[config.mk]
export PLATFORM = sky130hd
export DESIGN_NAME = ctrdivn_prog
export DESIGN_NICKNAME = d
export VERILOG_FILES = /design/src/rtl/ctrdivn_pkg.sv /design/src/rtl/ctrdivn_prog.sv
export SDC_FILE = /design/constraint.sdc
export NUM_CORES = 1
export LEC_CHECK = 0
export ABC_AREA = 1
export BUFFER_PORTS_ARGS = -buffer_cell sky130_fd_sc_hd__buf_2
export CAP_MARGIN = 20
export CELL_PAD_IN_SITES_DETAIL_PLACEMENT = 0
export CELL_PAD_IN_SITES_GLOBAL_PLACEMENT = 1
export CORE_MARGIN = 1.5
export CORE_UTILIZATION = 35
export CTS_CLUSTER_SIZE = 12
export DETAILED_ROUTE_END_ITERATION = 16
export PLACE_DENSITY_LB_ADDON = 0.1
export SYNTH_ARGS = -nofsm -noshare
export SYNTH_HDL_FRONTEND = slang
export SYNTH_SLANG_ARGS = --single-unit
export TNS_END_PERCENT = 5
[constraint.sdc]
create_clock -name clk -period 2.6 [get_ports clk]
set_clock_uncertainty 0.15 [all_clocks]
set_input_delay 0.26 -clock clk [delete_from_list [all_inputs] [get_ports clk]]
set_output_delay 0.26 -clock clk [all_outputs]
set_load 0.01 [all_outputs]
[src/rtl/ctrdivn_pkg.sv]
// rtl/ctrdivn_pkg.sv - shared types and helpers for the programmable divide-by-N enable generator
//
// Purpose: output-mode encoding, default sizing and the half-period helper
// shared by the divider and its users.
package ctrdivn_pkg;

   typedef enum logic {
      MODE_PULSE  = 1'b0,
      MODE_SQUARE = 1'b1
   } ctrdivn_mode_t;

   localparam int CTRDIVN_W_DEFAULT = 8;
   localparam int CTRDIVN_N_DEFAULT = 10;

   // Number of high counts in square mode: ceil(n/2).
   function automatic int unsigned ctrdivn_half(input int unsigned n);
      return (n + 1) / 2;
   endfunction

endpackage

[src/rtl/ctrdivn_prog.sv]
// rtl/ctrdivn_prog.sv - programmable divide-by-N clock-enable generator with glitch-free divisor reload
//
// Purpose: counts enable_in-qualified cycles modulo the active divisor and
// produces either a one-cycle pulse per period or a near-50% square wave.
// A new divisor is captured into a shadow register and only becomes active
// on a period boundary (wrap edge), so a period is never cut short.
//
// Ports:
//   clk           system clock, rising edge
//   rst_n         asynchronous active-low reset
//   enable_in     count qualifier
//   div_in        new divisor (0 is treated as 1), sampled when load_in=1
//   load_in       capture div_in into the shadow register
//   mode_in       0 = pulse, 1 = square
//   divn_out      divided output (registered)
//   cnt_out       current counter value (registered)
//   load_ack_out  one-cycle pulse after the edge where a new divisor became active
module ctrdivn_prog
   import ctrdivn_pkg::*;
#(
   parameter int W         = CTRDIVN_W_DEFAULT,
   parameter int DEFAULT_N = CTRDIVN_N_DEFAULT
) (
   input  logic         clk,
   input  logic         rst_n,
   input  logic         enable_in,
   input  logic [W-1:0] div_in,
   input  logic         load_in,
   input  logic         mode_in,
   output logic         divn_out,
   output logic [W-1:0] cnt_out,
   output logic         load_ack_out
);

   localparam logic [W-1:0] RESET_N = W'(DEFAULT_N);

   logic [W-1:0]  cnt;
   logic [W-1:0]  cnt_next;
   logic [W-1:0]  active_n;
   logic [W-1:0]  shadow_n;
   logic [W-1:0]  div_clean;
   logic [W:0]    half_n;
   logic          pending;
   logic          wrap;
   logic          divn;
   logic          load_ack;
   ctrdivn_mode_t mode;

   assign mode      = ctrdivn_mode_t'(mode_in);
   assign div_clean = (div_in == '0) ? W'(1) : div_in;
   assign half_n    = (W+1)'(ctrdivn_half(32'(active_n)));

   // The wrap edge is the period boundary: the only place the divisor may change.
   assign wrap = enable_in && (cnt == active_n - W'(1));

   always_comb begin
      cnt_next = cnt;
      if (enable_in) begin
         cnt_next = wrap ? '0 : cnt + W'(1);
      end
   end

   // Counter and divided output.
   always_ff @(posedge clk or negedge rst_n) begin
      if (!rst_n) begin
         cnt  <= '0;
         divn <= 1'b0;
      end else begin
         cnt <= cnt_next;
         if (mode == MODE_PULSE) begin
            divn <= wrap;
         end else if (enable_in) begin
            // Square output is a function of the count being entered, so it
            // lines up with cnt_out; it holds while counting is paused.
            divn <= ({1'b0, cnt_next} < half_n);
         end
      end
   end

   // Shadow register and commit at the period boundary.
   always_ff @(posedge clk or negedge rst_n) begin
      if (!rst_n) begin
         active_n <= RESET_N;
         shadow_n <= RESET_N;
         pending  <= 1'b0;
         load_ack <= 1'b0;
      end else begin
         load_ack <= 1'b0;
         if (load_in) begin
            shadow_n <= div_clean;
            pending  <= 1'b1;
         end
         // A load arriving on the wrap edge itself bypasses the shadow so the
         // new divisor governs the period that starts now.
         if (wrap && (pending || load_in)) begin
            active_n <= load_in ? div_clean : shadow_n;
            pending  <= 1'b0;
            load_ack <= 1'b1;
         end
      end
   end

   assign divn_out     = divn;
   assign cnt_out      = cnt;
   assign load_ack_out = load_ack;

endmodule
==> flow_metrics.py, run 1 <==
metrics = {
    "run_status": {
        "status": "finished with violations",
        "failed_checks": "negative setup slack",
    },
    "yosys": {
        "synthesis.area_um2": 1768,
        "synth.lib_cells_used.distinct": 34,
        "syn_area_per_cell_um2": 7.555,
        "ys_warn_count": 0,
        "synthCells": 234,
        "synth_nets": 257,
        "yosys.cell_count.top_type": "nand2_1",
        "netlist.area_leader.share_pct": 32.55,
        "yosysTopAreaCell": "dfrtp_1",
        "ys_seq_area_share_pct": 38.50,
        "postSynth.asyncResetShare_pct": 100.0,
        "ys.flop_type": "dfrtp_1",
        "synth.area.top_cells": "dfrtp_1 (33%), nand2_1 (17%), ha_1 (7.1%), dfstp_2 (5.9%), nor2_1 (4.9%)",
        "ys_top_cells_by_count": "nand2_1 (82), dfrtp_1 (23), nor2_1 (23)",
        "synth-seq-cells": 27,
        "synth_edf_count": 0,
    },
    "critical_path": {
        "end_kind": "flip-flop",
        "worstPathMaxFanout": 3,
        "cp.required_ns": 2.67,
        "start_kind": "flip-flop",
        "worstPathArrival_ns": 2.80,
        "path_class": "flip-flop to flip-flop",
    },
    "sta": {
        "timing.final.crit_period_ns": 2.728,
        "fin_ws_ns": -0.1284,
        "tns_ns": -0.1284,
        "slew_headroom_pct": 58.05,
        "timing.hold.ws_ns": 0.04886,
        "period_share_pct": 104.9,
        "tightest_slew_ns": 0.6293,
        "rsz0062_at_grt": "yes",
        "finalSetupViolCount": 1,
        "max_freq_mhz": 366.5,
        "slew_violations": 0,
        "finalHoldViolCount": 0,
    },
    "floorplan": {
        "initial_core_util_pct": 36.94,
        "core-area_um2": 4786,
        "rows": 25,
        "die-area_um2": 5486,
        "die_h_um": 74.07,
        "num_io_pins": 23,
        "dieWidth_um": 74.07,
    },
    "route": {
        "wirelength_mm": 4.240,
        "vias": 1547,
        "drt-initial-drc-count": 58,
        "ant_nets": 0,
        "vias_per_cell": 4.458,
        "wl_per_cell_um": 12.22,
        "drc": 0,
        "firstDrtPassIters": 4,
    },
    "global_route": {
        "grt_max_degree": 28,
        "groute.usage.overall_pct": 17.52,
        "overflow": 0,
        "antenna_found_initial": 0,
        "grt_pass1_wl_mm": 7.396,
        "first_global_vias": 1567,
    },
    "layout": {
        "nNetsFinal": 304,
        "area_delta_synth_final_pct": 27.32,
        "final_cells": 347,
        "drive_above_1_share_pct": 31.07,
        "n_antenna_cell": 0,
        "fillers": 518,
    },
    "place": {
        "place_ws_ns": -0.07287,
        "place_inst": 336,
        "portBuffers": 22,
        "gp_congestion": 0.8581,
        "dp_hpwl_mm": 3.251,
    },
    "clock_network": {
        "htree_levels": 1,
        "clock-sinks": 27,
        "cts_tree": "done",
        "cts_buffers": 3,
        "clk_pin_slew_ns": 0.10,
        "clock-root-buffer": "clkbuf_8",
        "clkLatencyLatePin_ns": 0.27,
        "cts_max_path_buffers": 2,
    },
    "run": {
        "cap_viol_max_count": 0,
    },
    "worst_hold_path": {
        "hp-class": "input port to flip-flop",
    },
    "power_and_ir_drop": {
        "peakVddDrop_mv": 0.4261,
        "p_leak_nw": 1.158,
        "p_per_area_nw_per_um2": 1077,
    },
}
## registers in the layout, indices dropped and copies added (netlist names)
register,flops
active_n,8
cnt_out,8
shadow_n,8
divn_out,1
load_ack_out,1
pending,1
## worst paths after layout
kind | startpoint | end | slack, ns | cells after the start
worst min register to register | shadow_n[5]$_DFF_PN0_ | shadow_n[5]$_DFF_PN0_ | 0.33 | 2
worst max-delay path | active_n[1]$_DFFE_PN1P_ | divn_out$_DFFE_PN0P_ | -0.13 | 19
worst max register to register | active_n[1]$_DFFE_PN1P_ | divn_out$_DFFE_PN0P_ | -0.13 | 19
worst min-delay path | div_in[3] | shadow_n[3]$_DFF_PN1_ | 0.05 | 3
min in group asynchronous | rst_n | shadow_n[6]$_DFF_PN0_ | 0.38 | 2
max in group asynchronous | rst_n | cnt_out[1]$_DFF_PN0_ | 1.51 | 2
## cells by family (layout without fill, tap and decap cells)
family,Yosys count,count (layout),synth area share (%)
AO/OA/AOI/OAI,13,13,4.459
buffers and inverters,29,75,7.218
flip-flops,27,27,38.50
adder cells (fa/ha/maj),10,10,7.077
XOR/XNOR,13,13,6.440
AND/OR/NAND/NOR,142,142,36.31
## cell usage in the layout (no fill, tap or decap)
cell,count
o22ai_1,1
clkinv_2,1
buf_2,22
dfrtp_1,23
inv_1,16
nor2_2,4
xor2_1,8
inv_6,1
nand2_4,3
ha_4,3
nor3_1,1
dlygate4sd3_1,1
a221o_1,1
ha_1,7
a31oi_1,1
nor2_1,20
o21ai_2,1
nand3_1,16
nand3b_1,1
nand2_1,79
buf_6,2
nor4_1,2
inv_2,6
nor3b_1,2
nand3_2,2
a21oi_1,2
inv_4,1
o211ai_1,1
xor2_2,1
dfstp_2,4
nand2_2,5
xnor2_1,4
o21ai_0,6
or2_2,1
buf_4,22
or4_1,1
clkbuf_8,3
nor2_4,5
## power breakdown
group | switching (mW) | internal, mW | total (mW)
clock | 0.140 | 0.108 | 0.248
sequential | 0.173 | 0.559 | 0.732
combinational | 0.769 | 0.676 | 1.44
total | 1.08 | 1.34 | 2.42
## what timing repair did
item / CTS / global route
endpoints found under the setup margin: 1 / 1
gates cloned: 0 / 0
hold buffers: 1 / 0
buffers inserted: 0 / 6
pin swaps: 0 / 15
gates resized for setup: 3 / 13
endpoints found under the hold margin: 23 / 0
## routing by layer
layer	global-route usage [%]	vias to the layer above	share of wire (%)
li1	-	829	-
met1	25.36	701	52
met2	28.17	15	46
met3	2.846	2	1.6
met4	2.469	0	0.45
met5	0	-	0
## metrics by stage
stage,instance area [um^2],power (mW),utilization [%]
detailed placement,2079,2.033,43.45
global route,2251,2.675,47.03
floorplan,1783,1.589,-
finish,2251,2.423,47.03
global placement,2079,2.031,43.45
CTS,2141,2.302,44.73
## area by class of cell
class                      count  area (um^2)  share of cell area, %
clock buffer                   3        41.29                  1.834
inverter                      24        97.59                  4.336
timing repair buffer          47        307.8                  13.67
multi-input combinational    178         1035                  45.97
tap                           67        83.83                  3.724
sequential                    27        680.7                  30.24
clock inverter                 1        5.005                 0.2223
## critical path, cell delays in order (launching register included)
cell and delay (ns):
dfstp_2 0.55, inv_2 0.05, ha_4 0.24, nand2_2 0.05, nand2_1 0.04, nor2_1 0.07, nand2_1 0.06, nor2_2 0.13
nand2_2 0.07, nor2_4 0.12, nand2_4 0.07, inv_4 0.08, nor2_4 0.05, ha_4 0.25, nand2_4 0.06, inv_2 0.03
a221o_1 0.31, a31oi_1 0.14, nand2_1 0.08, nand2_1 0.07
Note: power is estimated with default switching activity, not from simulation.
==> run 2, diff against run 1 <==
- GPL_TIMING_DRIVEN: default -> 0
==> run 2 against run 1 <==
- clock power grew 6%
- the flow still finishes with violations (negative setup slack)
- largest power group unchanged
- fmax hardly changed
- first-iteration DRC count increased by 33%
- die area is the same
- worst hold slack worse by 0.0027 ns
- utilization shrank 1.2 points
- final area decreased by 2.6%
- sequential power down 3%
- global-route usage is 0.13 points lower
==> flow_metrics.py, run 2 (synthesis gave the netlist of run 1 again) <==
metrics = {
    "layout": {
        "final_cells": 338,
        "drive_above_1_share_pct": 28.78,
        "nNetsFinal": 295,
        "n_antenna_cell": 0,
        "fin_util_pct": 45.83,
        "area_delta_synth_final_pct": 24.06,
        "layout_commonest_cell": "nand2_1",
        "final_cell_area_um2": 2193,
        "final_cell_mix": "nand2_1 (80), buf_2 (22), dfrtp_1 (22)",
    },
    "global_route": {
        "groute.usage.overall_pct": 17.39,
        "antenna_found_initial": 0,
        "grt_max_degree": 28,
        "overflow": 0,
        "first_global_vias": 1565,
        "grt_pass1_wl_mm": 7.265,
    },
    "worst_hold_path": {
        "hp-class": "input port to flip-flop",
        "worstHoldStart": "div_in[1]",
    },
    "sta": {
        "period_share_pct": 105.0,
        "tightest_slew_ns": 0.6305,
        "tns_ns": -0.1305,
        "fin_ws_ns": -0.1305,
        "rsz0062_at_grt": "yes",
        "max_freq_mhz": 366.2,
        "finalSetupViolCount": 1,
        "slew_violations": 0,
        "slew_headroom_pct": 57.97,
        "finalHoldViolCount": 0,
        "timing.hold.ws_ns": 0.04617,
        "timing.final.crit_period_ns": 2.731,
    },
    "route": {
        "drc": 0,
        "vias": 1542,
        "drt-initial-drc-count": 77,
        "wirelength_mm": 4.069,
        "ant_nets": 0,
        "wl_per_cell_um": 12.04,
        "firstDrtPassIters": 4,
        "vias_per_cell": 4.562,
    },
    "clock_network": {
        "cts_max_path_buffers": 2,
        "cts_buffers": 3,
        "clock-sinks": 27,
        "htree_levels": 1,
        "clkLatencyLatePin_ns": 0.28,
        "cts_tree": "done",
        "clk_pin_slew_ns": 0.10,
        "clock-root-buffer": "clkbuf_8",
    },
    "power_and_ir_drop": {
        "p_leak_nw": 1.111,
        "power.total_mw": 2.386,
        "peakVddDrop_mv": 0.5282,
        "p_per_area_nw_per_um2": 1088,
    },
    "critical_path": {
        "worstPathArrival_ns": 2.81,
        "r2r_slack_ns": -0.13,
        "worstPathMaxFanout": 4,
        "cp-startpoint": "active_n[1]$_DFFE_PN1P_",
        "path_class": "flip-flop to flip-flop",
        "start_kind": "flip-flop",
        "cp.required_ns": 2.68,
        "r2r_start": "active_n[1]$_DFFE_PN1P_",
        "end_kind": "flip-flop",
    },
    "place": {
        "gp_congestion": 0.7616,
        "placed_area_um2": 1972,
        "dp_hpwl_mm": 3.038,
        "place_inst": 322,
        "place_ws_ns": -0.3623,
        "portBuffers": 21,
    },
    "floorplan": {
        "initial_core_util_pct": 36.94,
        "rows": 25,
        "num_io_pins": 23,
        "core-area_um2": 4786,
        "die_h_um": 74.07,
        "dieWidth_um": 74.07,
        "die-area_um2": 5486,
    },
    "run_status": {
        "status": "finished with violations",
        "failed_checks": "negative setup slack",
    },
    "run": {
        "cap_viol_max_count": 0,
    },
}
-- run 2: power breakdown --
group          leakage, nW  total, mW  switching (mW)  internal, mW
combinational        0.766       1.41           0.775         0.636
clock               0.0261      0.262           0.149         0.113
sequential           0.320      0.713           0.153         0.560
-- run 2: worst paths after layout --
kind	end	depth (start not counted)
max in group asynchronous	active_n[0]$_DFFE_PN0P_	2
setup / recovery	divn_out$_DFFE_PN0P_	19
min in group asynchronous	cnt_out[7]$_DFF_PN0_	2
setup reg to reg	divn_out$_DFFE_PN0P_	19
hold / removal	shadow_n[1]$_DFF_PN1_	3
hold reg to reg	shadow_n[7]$_DFF_PN0_	2
-- run 2: final cells by class --
| cell class | count | area [um^2] |
|---|---|---|
| Tap cell | 67 | 83.83 |
| Clock buffer | 3 | 41.29 |
| Fill cell | 507 | 2592 |
| Inverter | 24 | 102.6 |
| Buffer | 5 | 32.53 |
| Clock inverter | 1 | 8.758 |
| Sequential cell | 27 | 681.9 |
| Multi-Input combinational cell | 178 | 1037 |
| Timing Repair Buffer | 33 | 205.2 |
-- run 2: worst max-delay path, cell delays in order, from the launching register on --
cell and delay (ns):
dfstp_2 0.58, inv_4 0.04, ha_4 0.22, nand2_2 0.05
nand2_1 0.05, nor2_1 0.10, nand2_1 0.07, nor2_2 0.13
nand2_2 0.09, nor2_4 0.10, nand2_4 0.08, inv_6 0.09
nor2_4 0.05, ha_4 0.25, nand2_4 0.06, inv_2 0.03
a221o_1 0.28, a31oi_1 0.15, nand2_1 0.08, nand2_1 0.06
-- run 2: routing by layer --
layer | vias to the layer above | track usage (%) | share of wire [%]
li1 | 809 | - | -
met1 | 708 | 25.40 | 52
met2 | 21 | 26.79 | 45
met3 | 4 | 2.033 | 2.3
met4 | 0 | 5.556 | 1.1
met5 | - | 0 | 0
-- run 2: timing repair --
item,4_1_cts,5_1_grt
hold buffers,1,0
resized for setup,13,6
setup buffers,7,4
setup endpoints to repair,1,1
endpoints found under the hold margin,23,0
pin swaps,13,14
